==> src/rtl/pipe_mem_pkg.sv <==
// Shared definitions for the MIPS memory-access stage: access encodings,
// FSM state constants and write-back mux select codes.
package pipe_mem_pkg;

  typedef enum logic [2:0] {
    OP_LW  = 3'd0,
    OP_LH  = 3'd1,
    OP_LHU = 3'd2,
    OP_LB  = 3'd3,
    OP_LBU = 3'd4,
    OP_SW  = 3'd5,
    OP_SH  = 3'd6,
    OP_SB  = 3'd7
  } mem_op_e;

  localparam logic [0:0] ST_IDLE   = 1'b0;
  localparam logic [0:0] ST_ACCESS = 1'b1;

  localparam logic [2:0] WB_SEL_PC4  = 3'd1;
  localparam logic [2:0] WB_SEL_DMEM = 3'd4;
  localparam logic [2:0] WB_SEL_ALU  = 3'd5;

  function automatic logic is_store(input logic [2:0] op);
    return op[2] & (op != 3'd4);
  endfunction

endpackage

==> src/rtl/pipe_mem_align.sv <==
// Combinational byte-lane logic: store data/enable formatting, alignment
// check for the incoming request, and extraction of returned load data.
module pipe_mem_align
  import pipe_mem_pkg::*;
(
  input  logic [2:0]  req_op,
  input  logic [1:0]  req_addr_lo,
  input  logic [31:0] req_rt,
  output logic [31:0] req_wdata,
  output logic [3:0]  req_be,
  output logic        req_misaligned,
  input  logic [2:0]  ld_op,
  input  logic [1:0]  ld_addr_lo,
  input  logic [31:0] ld_rdata,
  output logic [31:0] ld_data
);

  logic [7:0]  ld_byte;
  logic [15:0] ld_half;

  always_comb begin
    req_wdata      = req_rt;
    req_be         = 4'b1111;
    req_misaligned = 1'b0;
    case (mem_op_e'(req_op))
      OP_SB: begin
        req_wdata = {4{req_rt[7:0]}};
        req_be    = 4'b0001 << req_addr_lo;
      end
      OP_SH: begin
        req_wdata      = {2{req_rt[15:0]}};
        req_be         = req_addr_lo[1] ? 4'b1100 : 4'b0011;
        req_misaligned = req_addr_lo[0];
      end
      OP_LH, OP_LHU: req_misaligned = req_addr_lo[0];
      OP_LW, OP_SW:  req_misaligned = |req_addr_lo;
      default: ;
    endcase
  end

  always_comb begin
    case (ld_addr_lo)
      2'd0:    ld_byte = ld_rdata[7:0];
      2'd1:    ld_byte = ld_rdata[15:8];
      2'd2:    ld_byte = ld_rdata[23:16];
      default: ld_byte = ld_rdata[31:24];
    endcase
    ld_half = ld_addr_lo[1] ? ld_rdata[31:16] : ld_rdata[15:0];
    case (mem_op_e'(ld_op))
      OP_LB:   ld_data = {{24{ld_byte[7]}}, ld_byte};
      OP_LBU:  ld_data = {24'd0, ld_byte};
      OP_LH:   ld_data = {{16{ld_half[15]}}, ld_half};
      OP_LHU:  ld_data = {16'd0, ld_half};
      default: ld_data = ld_rdata;
    endcase
  end

endmodule

==> src/rtl/pipe_mem.sv <==
// MEM stage of the 5-stage pipeline: issues data-memory accesses over req/ack,
// stalls upstream while one is outstanding, and owns the MEM/WB register.
module pipe_mem
  import pipe_mem_pkg::*;
#(
  parameter int ADDR_W   = 32,
  parameter int MAX_WAIT = 15
) (
  input  logic              clk,
  input  logic              rst,
  input  logic              ex_valid,
  input  logic              ex_mem_en,
  input  logic [2:0]        ex_mem_op,
  input  logic [31:0]       ex_alu_out,
  input  logic [31:0]       ex_rt_data,
  input  logic [31:0]       ex_rs_data,
  input  logic [31:0]       ex_pc4,
  input  logic [4:0]        ex_rf_waddr,
  input  logic              ex_rf_wena,
  input  logic [2:0]        ex_rf_mux_sel,
  output logic              mem_stall,
  output logic              dm_req,
  output logic              dm_we,
  output logic [ADDR_W-1:0] dm_addr,
  output logic [3:0]        dm_be,
  output logic [31:0]       dm_wdata,
  input  logic              dm_ack,
  input  logic [31:0]       dm_rdata,
  output logic [31:0]       alu_out,
  output logic [31:0]       dmem_out,
  output logic [31:0]       pc4,
  output logic [31:0]       rs_data_out,
  output logic [4:0]        rf_waddr,
  output logic              rf_wena,
  output logic [2:0]        rf_mux_sel,
  output logic              addr_err,
  output logic              timeout_err
);

  // Down-counter preloaded on entry; terminal count 0 is the last allowed cycle.
  localparam int CNT_W = (MAX_WAIT > 1) ? $clog2(MAX_WAIT) : 1;
  localparam logic [CNT_W-1:0] WAIT_LOAD = (MAX_WAIT > 0) ? CNT_W'(MAX_WAIT - 1) : '0;
  localparam bit TMO_EN = (MAX_WAIT > 0);

  logic [0:0]        state_q, state_d;
  logic [CNT_W-1:0]  wait_q, wait_d;
  logic              dm_req_q, dm_req_d, dm_we_q, dm_we_d;
  logic [ADDR_W-1:0] dm_addr_q, dm_addr_d;
  logic [3:0]        dm_be_q, dm_be_d;
  logic [31:0]       dm_wdata_q, dm_wdata_d;
  logic [2:0]        op_q, op_d;
  logic [1:0]        addr_lo_q, addr_lo_d;
  logic [31:0]       acc_alu_q, acc_alu_d, acc_rs_q, acc_rs_d, acc_pc4_q, acc_pc4_d;
  logic [4:0]        acc_waddr_q, acc_waddr_d;
  logic              acc_wena_q, acc_wena_d;
  logic [2:0]        acc_sel_q, acc_sel_d;
  logic [31:0]       alu_out_q, alu_out_d, dmem_out_q, dmem_out_d;
  logic [31:0]       pc4_q, pc4_d, rs_data_q, rs_data_d;
  logic [4:0]        rf_waddr_q, rf_waddr_d;
  logic              rf_wena_q, rf_wena_d;
  logic [2:0]        rf_mux_sel_q, rf_mux_sel_d;
  logic              addr_err_q, addr_err_d, timeout_err_q, timeout_err_d;
  logic              stall_c;

  logic [31:0] req_wdata, ld_data;
  logic [3:0]  req_be;
  logic        req_misaligned;

  pipe_mem_align u_align (
    .req_op         (ex_mem_op),
    .req_addr_lo    (ex_alu_out[1:0]),
    .req_rt         (ex_rt_data),
    .req_wdata      (req_wdata),
    .req_be         (req_be),
    .req_misaligned (req_misaligned),
    .ld_op          (op_q),
    .ld_addr_lo     (addr_lo_q),
    .ld_rdata       (dm_rdata),
    .ld_data        (ld_data)
  );

  always_comb begin
    state_d       = state_q;
    wait_d        = wait_q;
    dm_req_d      = dm_req_q;
    dm_we_d       = dm_we_q;
    dm_addr_d     = dm_addr_q;
    dm_be_d       = dm_be_q;
    dm_wdata_d    = dm_wdata_q;
    op_d          = op_q;
    addr_lo_d     = addr_lo_q;
    acc_alu_d     = acc_alu_q;
    acc_rs_d      = acc_rs_q;
    acc_pc4_d     = acc_pc4_q;
    acc_waddr_d   = acc_waddr_q;
    acc_wena_d    = acc_wena_q;
    acc_sel_d     = acc_sel_q;
    alu_out_d     = alu_out_q;
    dmem_out_d    = dmem_out_q;
    pc4_d         = pc4_q;
    rs_data_d     = rs_data_q;
    rf_waddr_d    = rf_waddr_q;
    rf_wena_d     = rf_wena_q;
    rf_mux_sel_d  = rf_mux_sel_q;
    addr_err_d    = 1'b0;
    timeout_err_d = 1'b0;
    stall_c       = 1'b0;

    case (state_q)
      ST_IDLE: begin
        if (ex_valid && ex_mem_en) begin
          rf_wena_d = 1'b0;
          if (req_misaligned) begin
            addr_err_d = 1'b1;
          end else begin
            state_d     = ST_ACCESS;
            stall_c     = 1'b1;
            wait_d      = WAIT_LOAD;
            dm_req_d    = 1'b1;
            dm_we_d     = is_store(ex_mem_op);
            dm_addr_d   = {ex_alu_out[ADDR_W-1:2], 2'b00};
            dm_be_d     = req_be;
            dm_wdata_d  = req_wdata;
            op_d        = ex_mem_op;
            addr_lo_d   = ex_alu_out[1:0];
            acc_alu_d   = ex_alu_out;
            acc_rs_d    = ex_rs_data;
            acc_pc4_d   = ex_pc4;
            acc_waddr_d = ex_rf_waddr;
            acc_wena_d  = ex_rf_wena;
            acc_sel_d   = ex_rf_mux_sel;
          end
        end else if (ex_valid) begin
          alu_out_d    = ex_alu_out;
          dmem_out_d   = 32'd0;
          pc4_d        = ex_pc4;
          rs_data_d    = ex_rs_data;
          rf_waddr_d   = ex_rf_waddr;
          rf_wena_d    = ex_rf_wena;
          rf_mux_sel_d = ex_rf_mux_sel;
        end else begin
          rf_wena_d = 1'b0;
        end
      end
      ST_ACCESS: begin
        if (dm_ack) begin
          state_d      = ST_IDLE;
          dm_req_d     = 1'b0;
          alu_out_d    = acc_alu_q;
          dmem_out_d   = is_store(op_q) ? 32'd0 : ld_data;
          pc4_d        = acc_pc4_q;
          rs_data_d    = acc_rs_q;
          rf_waddr_d   = acc_waddr_q;
          rf_wena_d    = acc_wena_q;
          rf_mux_sel_d = acc_sel_q;
        end else if (TMO_EN && (wait_q == '0)) begin
          state_d       = ST_IDLE;
          dm_req_d      = 1'b0;
          rf_wena_d     = 1'b0;
          timeout_err_d = 1'b1;
        end else begin
          stall_c = 1'b1;
          if (wait_q != '0) wait_d = wait_q - 1'b1;
        end
      end
      default: begin
        state_d  = ST_IDLE;
        dm_req_d = 1'b0;
      end
    endcase
  end

  always_ff @(posedge clk or posedge rst) begin
    if (rst) begin
      state_q       <= ST_IDLE;
      wait_q        <= '0;
      dm_req_q      <= 1'b0;
      dm_we_q       <= 1'b0;
      dm_addr_q     <= '0;
      dm_be_q       <= 4'd0;
      dm_wdata_q    <= 32'd0;
      op_q          <= 3'd0;
      addr_lo_q     <= 2'd0;
      acc_alu_q     <= 32'd0;
      acc_rs_q      <= 32'd0;
      acc_pc4_q     <= 32'd0;
      acc_waddr_q   <= 5'd0;
      acc_wena_q    <= 1'b0;
      acc_sel_q     <= 3'd0;
      alu_out_q     <= 32'd0;
      dmem_out_q    <= 32'd0;
      pc4_q         <= 32'd0;
      rs_data_q     <= 32'd0;
      rf_waddr_q    <= 5'd0;
      rf_wena_q     <= 1'b0;
      rf_mux_sel_q  <= 3'd0;
      addr_err_q    <= 1'b0;
      timeout_err_q <= 1'b0;
    end else begin
      state_q       <= state_d;
      wait_q        <= wait_d;
      dm_req_q      <= dm_req_d;
      dm_we_q       <= dm_we_d;
      dm_addr_q     <= dm_addr_d;
      dm_be_q       <= dm_be_d;
      dm_wdata_q    <= dm_wdata_d;
      op_q          <= op_d;
      addr_lo_q     <= addr_lo_d;
      acc_alu_q     <= acc_alu_d;
      acc_rs_q      <= acc_rs_d;
      acc_pc4_q     <= acc_pc4_d;
      acc_waddr_q   <= acc_waddr_d;
      acc_wena_q    <= acc_wena_d;
      acc_sel_q     <= acc_sel_d;
      alu_out_q     <= alu_out_d;
      dmem_out_q    <= dmem_out_d;
      pc4_q         <= pc4_d;
      rs_data_q     <= rs_data_d;
      rf_waddr_q    <= rf_waddr_d;
      rf_wena_q     <= rf_wena_d;
      rf_mux_sel_q  <= rf_mux_sel_d;
      addr_err_q    <= addr_err_d;
      timeout_err_q <= timeout_err_d;
    end
  end

  // Stall is combinational; forced low while reset is held so upstream is not frozen.
  assign mem_stall   = stall_c & ~rst;
  assign dm_req      = dm_req_q;
  assign dm_we       = dm_we_q;
  assign dm_addr     = dm_addr_q;
  assign dm_be       = dm_be_q;
  assign dm_wdata    = dm_wdata_q;
  assign alu_out     = alu_out_q;
  assign dmem_out    = dmem_out_q;
  assign pc4         = pc4_q;
  assign rs_data_out = rs_data_q;
  assign rf_waddr    = rf_waddr_q;
  assign rf_wena     = rf_wena_q;
  assign rf_mux_sel  = rf_mux_sel_q;
  assign addr_err    = addr_err_q;
  assign timeout_err = timeout_err_q;

endmodule

==> config.mk <==
export PLATFORM = sky130hd
export DESIGN_NAME = pipe_mem
export DESIGN_NICKNAME = d
export VERILOG_FILES = /design/src/rtl/pipe_mem_pkg.sv /design/src/rtl/pipe_mem_align.sv /design/src/rtl/pipe_mem.sv
export SDC_FILE = /design/constraint.sdc
export NUM_CORES = 1
export LEC_CHECK = 0
export BUFFER_PORTS_ARGS = -buffer_cell sky130_fd_sc_hd__buf_2
export CAP_MARGIN = 25
export CORE_ASPECT_RATIO = 1.5
export CORE_MARGIN = 2
export CORE_UTILIZATION = 45
export CTS_CLUSTER_DIAMETER = 150
export CTS_CLUSTER_SIZE = 12
export DETAILED_ROUTE_END_ITERATION = 8
export GPL_ROUTABILITY_DRIVEN = 0
export PLACE_DENSITY = 0.68
export SETUP_SLACK_MARGIN = 0.2
export SLEW_MARGIN = 20
export SYNTH_ARGS = -nofsm -noshare
export SYNTH_HDL_FRONTEND = slang
export SYNTH_SLANG_ARGS = --single-unit
==> constraint.sdc <==
create_clock -name clk -period 10.78 [get_ports clk]
set_input_delay 1.078 -clock clk [delete_from_list [all_inputs] [get_ports clk]]
set_output_delay 1.078 -clock clk [all_outputs]
set_load 0.01 [all_outputs]
==> impl_metrics.sql, run 1 <==
INSERT INTO impl_metrics (metric_group, metric, value, unit) VALUES
('run_status', 'status', 'completed', ''),
('setup_path', 'setup.worst_path.end_class', 'output pin', ''),
('setup_path', 'regToRegStartpoint', 'state_q', ''),
('sta', 'worst_slew_pin_slew', '1020', 'ps'),
('setup_path', 'critPathSlowestCell', 'sky130_fd_sc_hd__or2_4', ''),
('sta', 'timing.setup.tns', '0', 'ps'),
('synth', 'yosysUniqueCellTypes', '41', ''),
('clocking', 'clk-insertion-delay-late', '550', 'ps'),
('route', 'drt_pre_antenna_iters', '5', ''),
('synth', 'synth_warnings', '0', ''),
('layout', 'layout-drive-gt1-share', '0.365', ''),
('setup_path', 'arrival', '2920', 'ps'),
('synth', 'yosysTopAreaCell', 'sky130_fd_sc_hd__dfrtp_1', ''),
('synth', 'synth_top_area_share', '0.554', ''),
('synth', 'ranking_of_synthesized_cells_by_area', 'sky130_fd_sc_hd__dfrtp_1, sky130_fd_sc_hd__mux2i_1, sky130_fd_sc_hd__mux2_2', ''),
('setup_path', 'worstRegToRegCells', '4', ''),
('grt', 'vias_in_the_first_global_route', '9620', ''),
('sta', 'number_of_pins_with_negative_max_slew_slack_in_the_final_report', '0', ''),
('synth', 'synth.yosys.seq_area_share', '0.554', ''),
('grt', 'grt_pass1_wl', '51.9', 'mm'),
('min_path', 'worstHoldEndpoint', 'rs_data_out[29]', ''),
('placement', 'port_buffers', '384', ''),
('grt', 'grt_max_degree', '107', ''),
('synth', 'synth_area', '13100', 'µm²'),
('min_path', 'holdPathStages', '2', ''),
('sta', 'final.setup.worst_slack', '6780', 'ps'),
('clocking', 'clkTransAtPathRegs', '60', 'ps'),
('placement', 'pre_cts_ws', '6770', 'ps'),
('setup_path', 'cp_max_fo', '44', ''),
('setup_path', 'r2r_end', 'pc4[5]', ''),
('min_path', 'hold_path.startpoint', 'rs_data_out[29]', ''),
('sta', 'final-setup-viol-count', '0', ''),
('route', 'drt_iter0_drc', '394', ''),
('floorplan', 'io_pins', '387', ''),
('floorplan', 'core-area', '28700', 'µm²'),
('placement', 'post-dp-hpwl', '23.7', 'mm'),
('sta', 'slew-limit-headroom', '0.318', ''),
('sta', 'clock-skew-final', '11.1', 'ps'),
('sta', 'fmax', '250', 'MHz'),
('synth', 'syn_avg_cell_area', '11.7', 'µm²'),
('sta', 'finalWorstPathRequiredPeriod', '4000', 'ps'),
('grt', 'number_of_antenna_violations_at_the_first_check_in_global_routing', '7', ''),
('route', 'route.final.wire_length', '33.8', 'mm'),
('sta', 'timing_hold_violations_final', '0', ''),
('route', 'drc', '0', ''),
('sta', 'fin_hold_ws', '472', 'ps'),
('layout', 'mostFrequentLayoutCell', 'sky130_fd_sc_hd__buf_2', ''),
('clocking', 'tritoncts_clock_tree', 'yes', ''),
('clocking', 'htree_num_levels', '1', ''),
('layout', 'fin_area', '15800', 'µm²'),
('floorplan', 'die-area', '30500', 'µm²'),
('grt', 'grt.overflow.total', '0', ''),
('clocking', 'postCtsResizedCells', '0', ''),
('run', 'drv_cap', '0', ''),
('route', 'post_drt_via_cell_ratio', '5.19', ''),
('min_path', 'holdCritPathClass', 'flop to flop', ''),
('floorplan', 'die_height', '213', 'µm'),
('clocking', 'postCtsHoldBufs', '0', ''),
('setup_path', 'start_kind', 'input port', ''),
('route', 'detail_route.wl_per_cell', '18.4', 'µm'),
('floorplan', 'core.rowCount', '76', ''),
('clocking', 'root_buffer_cell', 'sky130_fd_sc_hd__clkbuf_16', ''),
('layout', 'area_growth_syn_to_layout', '20.6', '%'),
('power_and_ir_drop', 'cellPowerDensity', '210', 'nW/µm²'),
('synth', 'post_synthesis_instance_total', '1117', ''),
('clocking', 'clock_sinks', '290', ''),
('layout', 'final_cell_mix', 'sky130_fd_sc_hd__buf_2, sky130_fd_sc_hd__dfrtp_1, sky130_fd_sc_hd__o21ai_0', ''),
('power_and_ir_drop', 'report.power.total', '3.32', 'mW'),
('route', 'antenna_nets_post_route', '0', ''),
('route', 'vias', '9525', ''),
('sta', 'share_of_the_clock_period_used_by_the_worst_path', '0.371', '');
-- Yosys cell counts --
cell type	count
sky130_fd_sc_hd__xor2_1	3
sky130_fd_sc_hd__and4b_1	1
sky130_fd_sc_hd__or3b_2	1
sky130_fd_sc_hd__or3_1	1
sky130_fd_sc_hd__buf_6	7
sky130_fd_sc_hd__buf_4	35
sky130_fd_sc_hd__a31oi_1	2
sky130_fd_sc_hd__mux2i_1	132
sky130_fd_sc_hd__buf_2	13
sky130_fd_sc_hd__a2bb2oi_1	1
sky130_fd_sc_hd__mux2_2	77
sky130_fd_sc_hd__o21a_1	1
sky130_fd_sc_hd__o31a_1	1
sky130_fd_sc_hd__clkbuf_1	47
sky130_fd_sc_hd__nand3_1	4
sky130_fd_sc_hd__o221ai_1	8
sky130_fd_sc_hd__nor2b_1	3
sky130_fd_sc_hd__inv_1	8
sky130_fd_sc_hd__nand2_1	146
sky130_fd_sc_hd__o22ai_1	1
sky130_fd_sc_hd__mux2_1	64
sky130_fd_sc_hd__mux2_4	7
sky130_fd_sc_hd__mux4_2	7
sky130_fd_sc_hd__conb_1	1
sky130_fd_sc_hd__and3b_1	1
sky130_fd_sc_hd__nor2_1	45
sky130_fd_sc_hd__buf_1	7
sky130_fd_sc_hd__ha_1	1
sky130_fd_sc_hd__o211ai_1	1
sky130_fd_sc_hd__or2_2	1
sky130_fd_sc_hd__a222oi_1	1
sky130_fd_sc_hd__nor4_1	8
sky130_fd_sc_hd__nor3_1	2
sky130_fd_sc_hd__and2_1	2
sky130_fd_sc_hd__o21ai_0	165
sky130_fd_sc_hd__dfrtp_1	290
sky130_fd_sc_hd__a21oi_1	7
sky130_fd_sc_hd__o21bai_1	1
sky130_fd_sc_hd__nand2b_1	4
sky130_fd_sc_hd__nand3b_1	2
sky130_fd_sc_hd__a221o_1	8
-- power breakdown --
| group | leakage, nW | internal [mW] | switching (mW) |
|---|---|---|---|
| Clock | 0.359 | 0.460 | 0.398 |
| Combinational | 3.69 | 0.410 | 0.499 |
| Sequential | 3.54 | 1.38 | 0.174 |
| Total | 7.59 | 2.25 | 1.07 |
-- critical path, delay by kind of cell --
kind / cells / cell delay (ps)
buffers and inverters: 2 / 490
and+or+nand+nor: 2 / 730
AOI/OAI and AO/OA: 2 / 580
-- how the worst max path moves through the flow --
| stage | start | endpoint | slack (ps) | cells past startpoint |
|---|---|---|---|---|
| floorplan | rst | acc_alu_q[10] | 1700 | 1 |
| global placement | ex_mem_op[0] | mem_stall | 6770 | 6 |
| detailed placement | ex_mem_op[0] | mem_stall | 6770 | 6 |
| CTS | state_q | mem_stall | 6690 | 4 |
| global route | ex_mem_op[0] | mem_stall | 6640 | 6 |
| finish | ex_mem_op[0] | mem_stall | 6780 | 6 |
-- area by class of cell --
cell class	count	area [µm²]
Clock inverter	2	27.5
Fill cell	2584	12900
Clock buffer	29	704
Multi-Input combinational cell	711	5220
Antenna cell	7	17.5
Timing Repair Buffer	397	2040
Sequential cell	290	7260
Inverter	8	37.5
Tap cell	390	488
-- cell families after synthesis --
| group | synth area share |
|---|---|
| flops | 0.554 |
| mux | 0.242 |
| simple gates | 0.0693 |
| compound gates | 0.0824 |
| buf+inv | 0.0488 |
| xor+xnor | 0.00201 |
| fa+ha+maj | 0.000955 |
| other cells | 0.000286 |
-- layer usage --
layer	global-route usage	share of wire
met1	0.266	0.39
met4	0.0991	0.041
met3	0.0435	0.066
met5	0	0
met2	0.363	0.50
-- sequential cells by signal (all words and copies together) (netlist names), 30 cells and up --
name and count:
acc_alu_q 30, acc_pc4_q 32, acc_rs_q 32, alu_out 32, dm_wdata 32, dmem_out 32
pc4 32, rs_data_out 32
-- per-stage QoR --
stage,cells,util
floorplan,1118,-
global placement,1794,0.523
detailed placement,1795,0.524
CTS,1826,0.549
global route,1834,0.550
finish,1834,0.550
No activity file was read; power rests on OpenSTA's default activity.
==> inputs of run 2 (changes only) <==
==> constraint.sdc (replaced) <==
create_clock -name clk -period 3.95 [get_ports clk]
set_input_delay 0.395 -clock clk [delete_from_list [all_inputs] [get_ports clk]]
set_output_delay 0.395 -clock clk [all_outputs]
set_load 0.01 [all_outputs]
==> impl_metrics.sql, run 2 (same netlist as run 1, synthesis figures left out) <==
INSERT INTO impl_metrics (metric_group, metric, value, unit) VALUES
('run_status', 'status', 'completed', ''),
('route', 'detail_route.wl_per_cell', '18.5', 'µm'),
('clocking', 'clkTransAtPathRegs', '70', 'ps'),
('grt', 'grt_max_degree', '118', ''),
('setup_path', 'path_class', 'flop to output pin', ''),
('clocking', 'cts-root-to-sink-buffers', '3', ''),
('sta', 'number_of_pins_with_negative_max_slew_slack_in_the_final_report', '0', ''),
('layout', 'area_growth_syn_to_layout', '21.7', '%'),
('placement', 'pre_cts_ws', '1330', 'ps'),
('sta', 'share_of_the_clock_period_used_by_the_worst_path', '0.757', ''),
('placement', 'cell_count_after_placement', '1799', ''),
('placement', 'port_buffers', '384', ''),
('min_path', 'holdCritPathClass', 'input port to flop', ''),
('clocking', 'htree_num_levels', '1', ''),
('route', 'antenna_nets_post_route', '0', ''),
('layout', 'mostFrequentLayoutCell', 'sky130_fd_sc_hd__buf_2', ''),
('sta', 'final.setup.worst_slack', '961', 'ps'),
('grt', 'groute.usage.overall', '0.217', ''),
('power_and_ir_drop', 'ir_drop', '0.400', 'mV'),
('grt', 'grt.overflow.total', '0', ''),
('placement', 'placed_cell_area', '15100', 'µm²'),
('layout', 'finish.utilization', '0.555', ''),
('grt', 'number_of_antenna_violations_at_the_first_check_in_global_routing', '6', ''),
('floorplan', 'io_pins', '387', ''),
('power_and_ir_drop', 'power.switching_fraction', '0.320', ''),
('setup_path', 'crit_required', '3560', 'ps'),
('clocking', 'clk-insertion-delay-late', '550', 'ps'),
('clocking', 'root_buffer_cell', 'sky130_fd_sc_hd__clkbuf_16', ''),
('power_and_ir_drop', 'combPwrFrac', '0.273', ''),
('setup_path', 'arrival', '2590', 'ps'),
('route', 'post_drt_via_cell_ratio', '5.22', ''),
('setup_path', 'setup.worst_path.end_class', 'output pin', ''),
('route', 'vias', '9590', ''),
('route', 'drt_iter0_drc', '359', ''),
('route', 'drc', '0', ''),
('sta', 'fmax', '335', 'MHz'),
('floorplan', 'floorplan.die.width', '143', 'µm'),
('sta', 'clock-skew-final', '15.0', 'ps'),
('layout', 'layout-drive-gt1-share', '0.367', ''),
('power_and_ir_drop', 'share_clk_of_total_power', '0.260', ''),
('floorplan', 'core.rowCount', '76', ''),
('power_and_ir_drop', 'report.power.total', '9.12', 'mW'),
('route', 'route.final.wire_length', '34.1', 'mm'),
('setup_path', 'start_kind', 'flop', ''),
('sta', 'finalWorstPathRequiredPeriod', '2990', 'ps'),
('clocking', 'cts_made_buffers', '28', ''),
('clocking', 'tritoncts_clock_tree', 'yes', ''),
('layout', 'instances_no_fill', '1838', ''),
('sta', 'rsz0062_at_grt', 'false', ''),
('layout', 'final_cell_mix', 'sky130_fd_sc_hd__buf_2, sky130_fd_sc_hd__dfrtp_1, sky130_fd_sc_hd__o21ai_0', ''),
('grt', 'vias_in_the_first_global_route', '9792', ''),
('layout', 'fin_area', '15900', 'µm²'),
('sta', 'timing_hold_violations_final', '0', ''),
('power_and_ir_drop', 'net_switching_power', '2.92', 'mW'),
('power_and_ir_drop', 'power_frac_seq', '0.466', ''),
('floorplan', 'die-area', '30500', 'µm²'),
('layout', 'design.final.nets', '1620', ''),
('clocking', 'clock_sinks', '290', ''),
('placement', 'post-dp-hpwl', '24.0', 'mm'),
('grt', 'grt_pass1_wl', '52.3', 'mm'),
('floorplan', 'core-area', '28700', 'µm²'),
('floorplan', 'floorplan.initialDensity', '0.456', ''),
('sta', 'worst_slew_pin_slew', '804', 'ps'),
('power_and_ir_drop', 'internal_power', '6.20', 'mW'),
('setup_path', 'cp_max_fo', '33', ''),
('floorplan', 'die_height', '213', 'µm'),
('sta', 'slew-limit-headroom', '0.464', ''),
('power_and_ir_drop', 'power.leakage', '7.65', 'nW'),
('route', 'drt_pre_antenna_iters', '4', ''),
('run', 'drv_cap', '0', ''),
('power_and_ir_drop', 'cellPowerDensity', '572', 'nW/µm²'),
('clocking', 'postCtsSetupBuffers', '0', ''),
('sta', 'final-setup-viol-count', '0', '');
[run 2: cell count changes in the layout (fill, tap and decap cells not counted), sizes merged]
| cell | before | now |
|---|---|---|
| clkinvlp | 0 | 1 |
| diode | 7 | 5 |
| clkbuf | 29 | 30 |
| buf | 397 | 402 |
| inv | 9 | 8 |
| clkinv | 1 | 0 |
| dlygate4sd3 | 0 | 1 |
[run 2: worst paths after layout]
path	startpoint	end	slack (ps)	depth (start not counted)
worst min-delay path	ex_rf_waddr[4]	acc_waddr_q[4]	70	2
max in group asynchronous	rst	dmem_out[9]	2610	5
worst min register to register	rs_data_out[30]	rs_data_out[30]	470	2
min in group asynchronous	rst	wait_q[3]	460	3
worst max-delay path	state_q	mem_stall	960	4
worst max register to register	state_q	acc_pc4_q[5]	1350	4
[run 2: cell type report]
cell class,instances,area (µm²)
tap,390,488
clock buffer,30,729
sequential,290,7260
inverter,8,33.8
clock inverter,1,11.3
antenna,5,12.5
multi-input combinational,711,5220
fill,2563,12800
timing repair buffer,403,2180
[run 2: worst max-delay path, stage by stage, from the launching register on]
cell and delay [ps]:
sky130_fd_sc_hd__dfrtp_4 690, sky130_fd_sc_hd__nand3b_1 550, sky130_fd_sc_hd__or2_4 460, sky130_fd_sc_hd__a21oi_1 170, sky130_fd_sc_hd__buf_2 160
[run 2: power groups by stage]
stage	sequential (mW)	combinational, mW	clock (mW)
5_1_grt	4.37	2.74	2.55
3_3_place_gp	4.26	2.46	0
2_1_floorplan	4.43	1.39	0
4_1_cts	4.26	2.52	2.46
6_report	4.25	2.49	2.37
3_5_place_dp	4.30	2.52	0
[run 2: repair_timing]
item,in CTS,in global routing
endpoints found under the hold margin,0,16
resized for setup,0,0
hold buffers,0,1
[run 2: per-stage QoR]
| step | setup TNS, ps | hold WS (ps) |
|---|---|---|
| 6_report | 0 | 65.5 |
| 5_1_grt | 0 | 59.1 |
| 4_1_cts | 0 | 29.0 |
| 3_5_place_dp | 0 | 465 |
| 3_3_place_gp | 0 | 456 |
| 2_1_floorplan | -84730 | 464 |
[run 2: metal layers]
layer  global-route usage  vias to the layer above  part of all wire
li1                     -                     4508                 -
met1                0.263                     4689              0.39
met2                0.378                      326              0.51
met3               0.0426                       67             0.061
met4               0.0896                        0             0.037
met5                    0                        -                 0
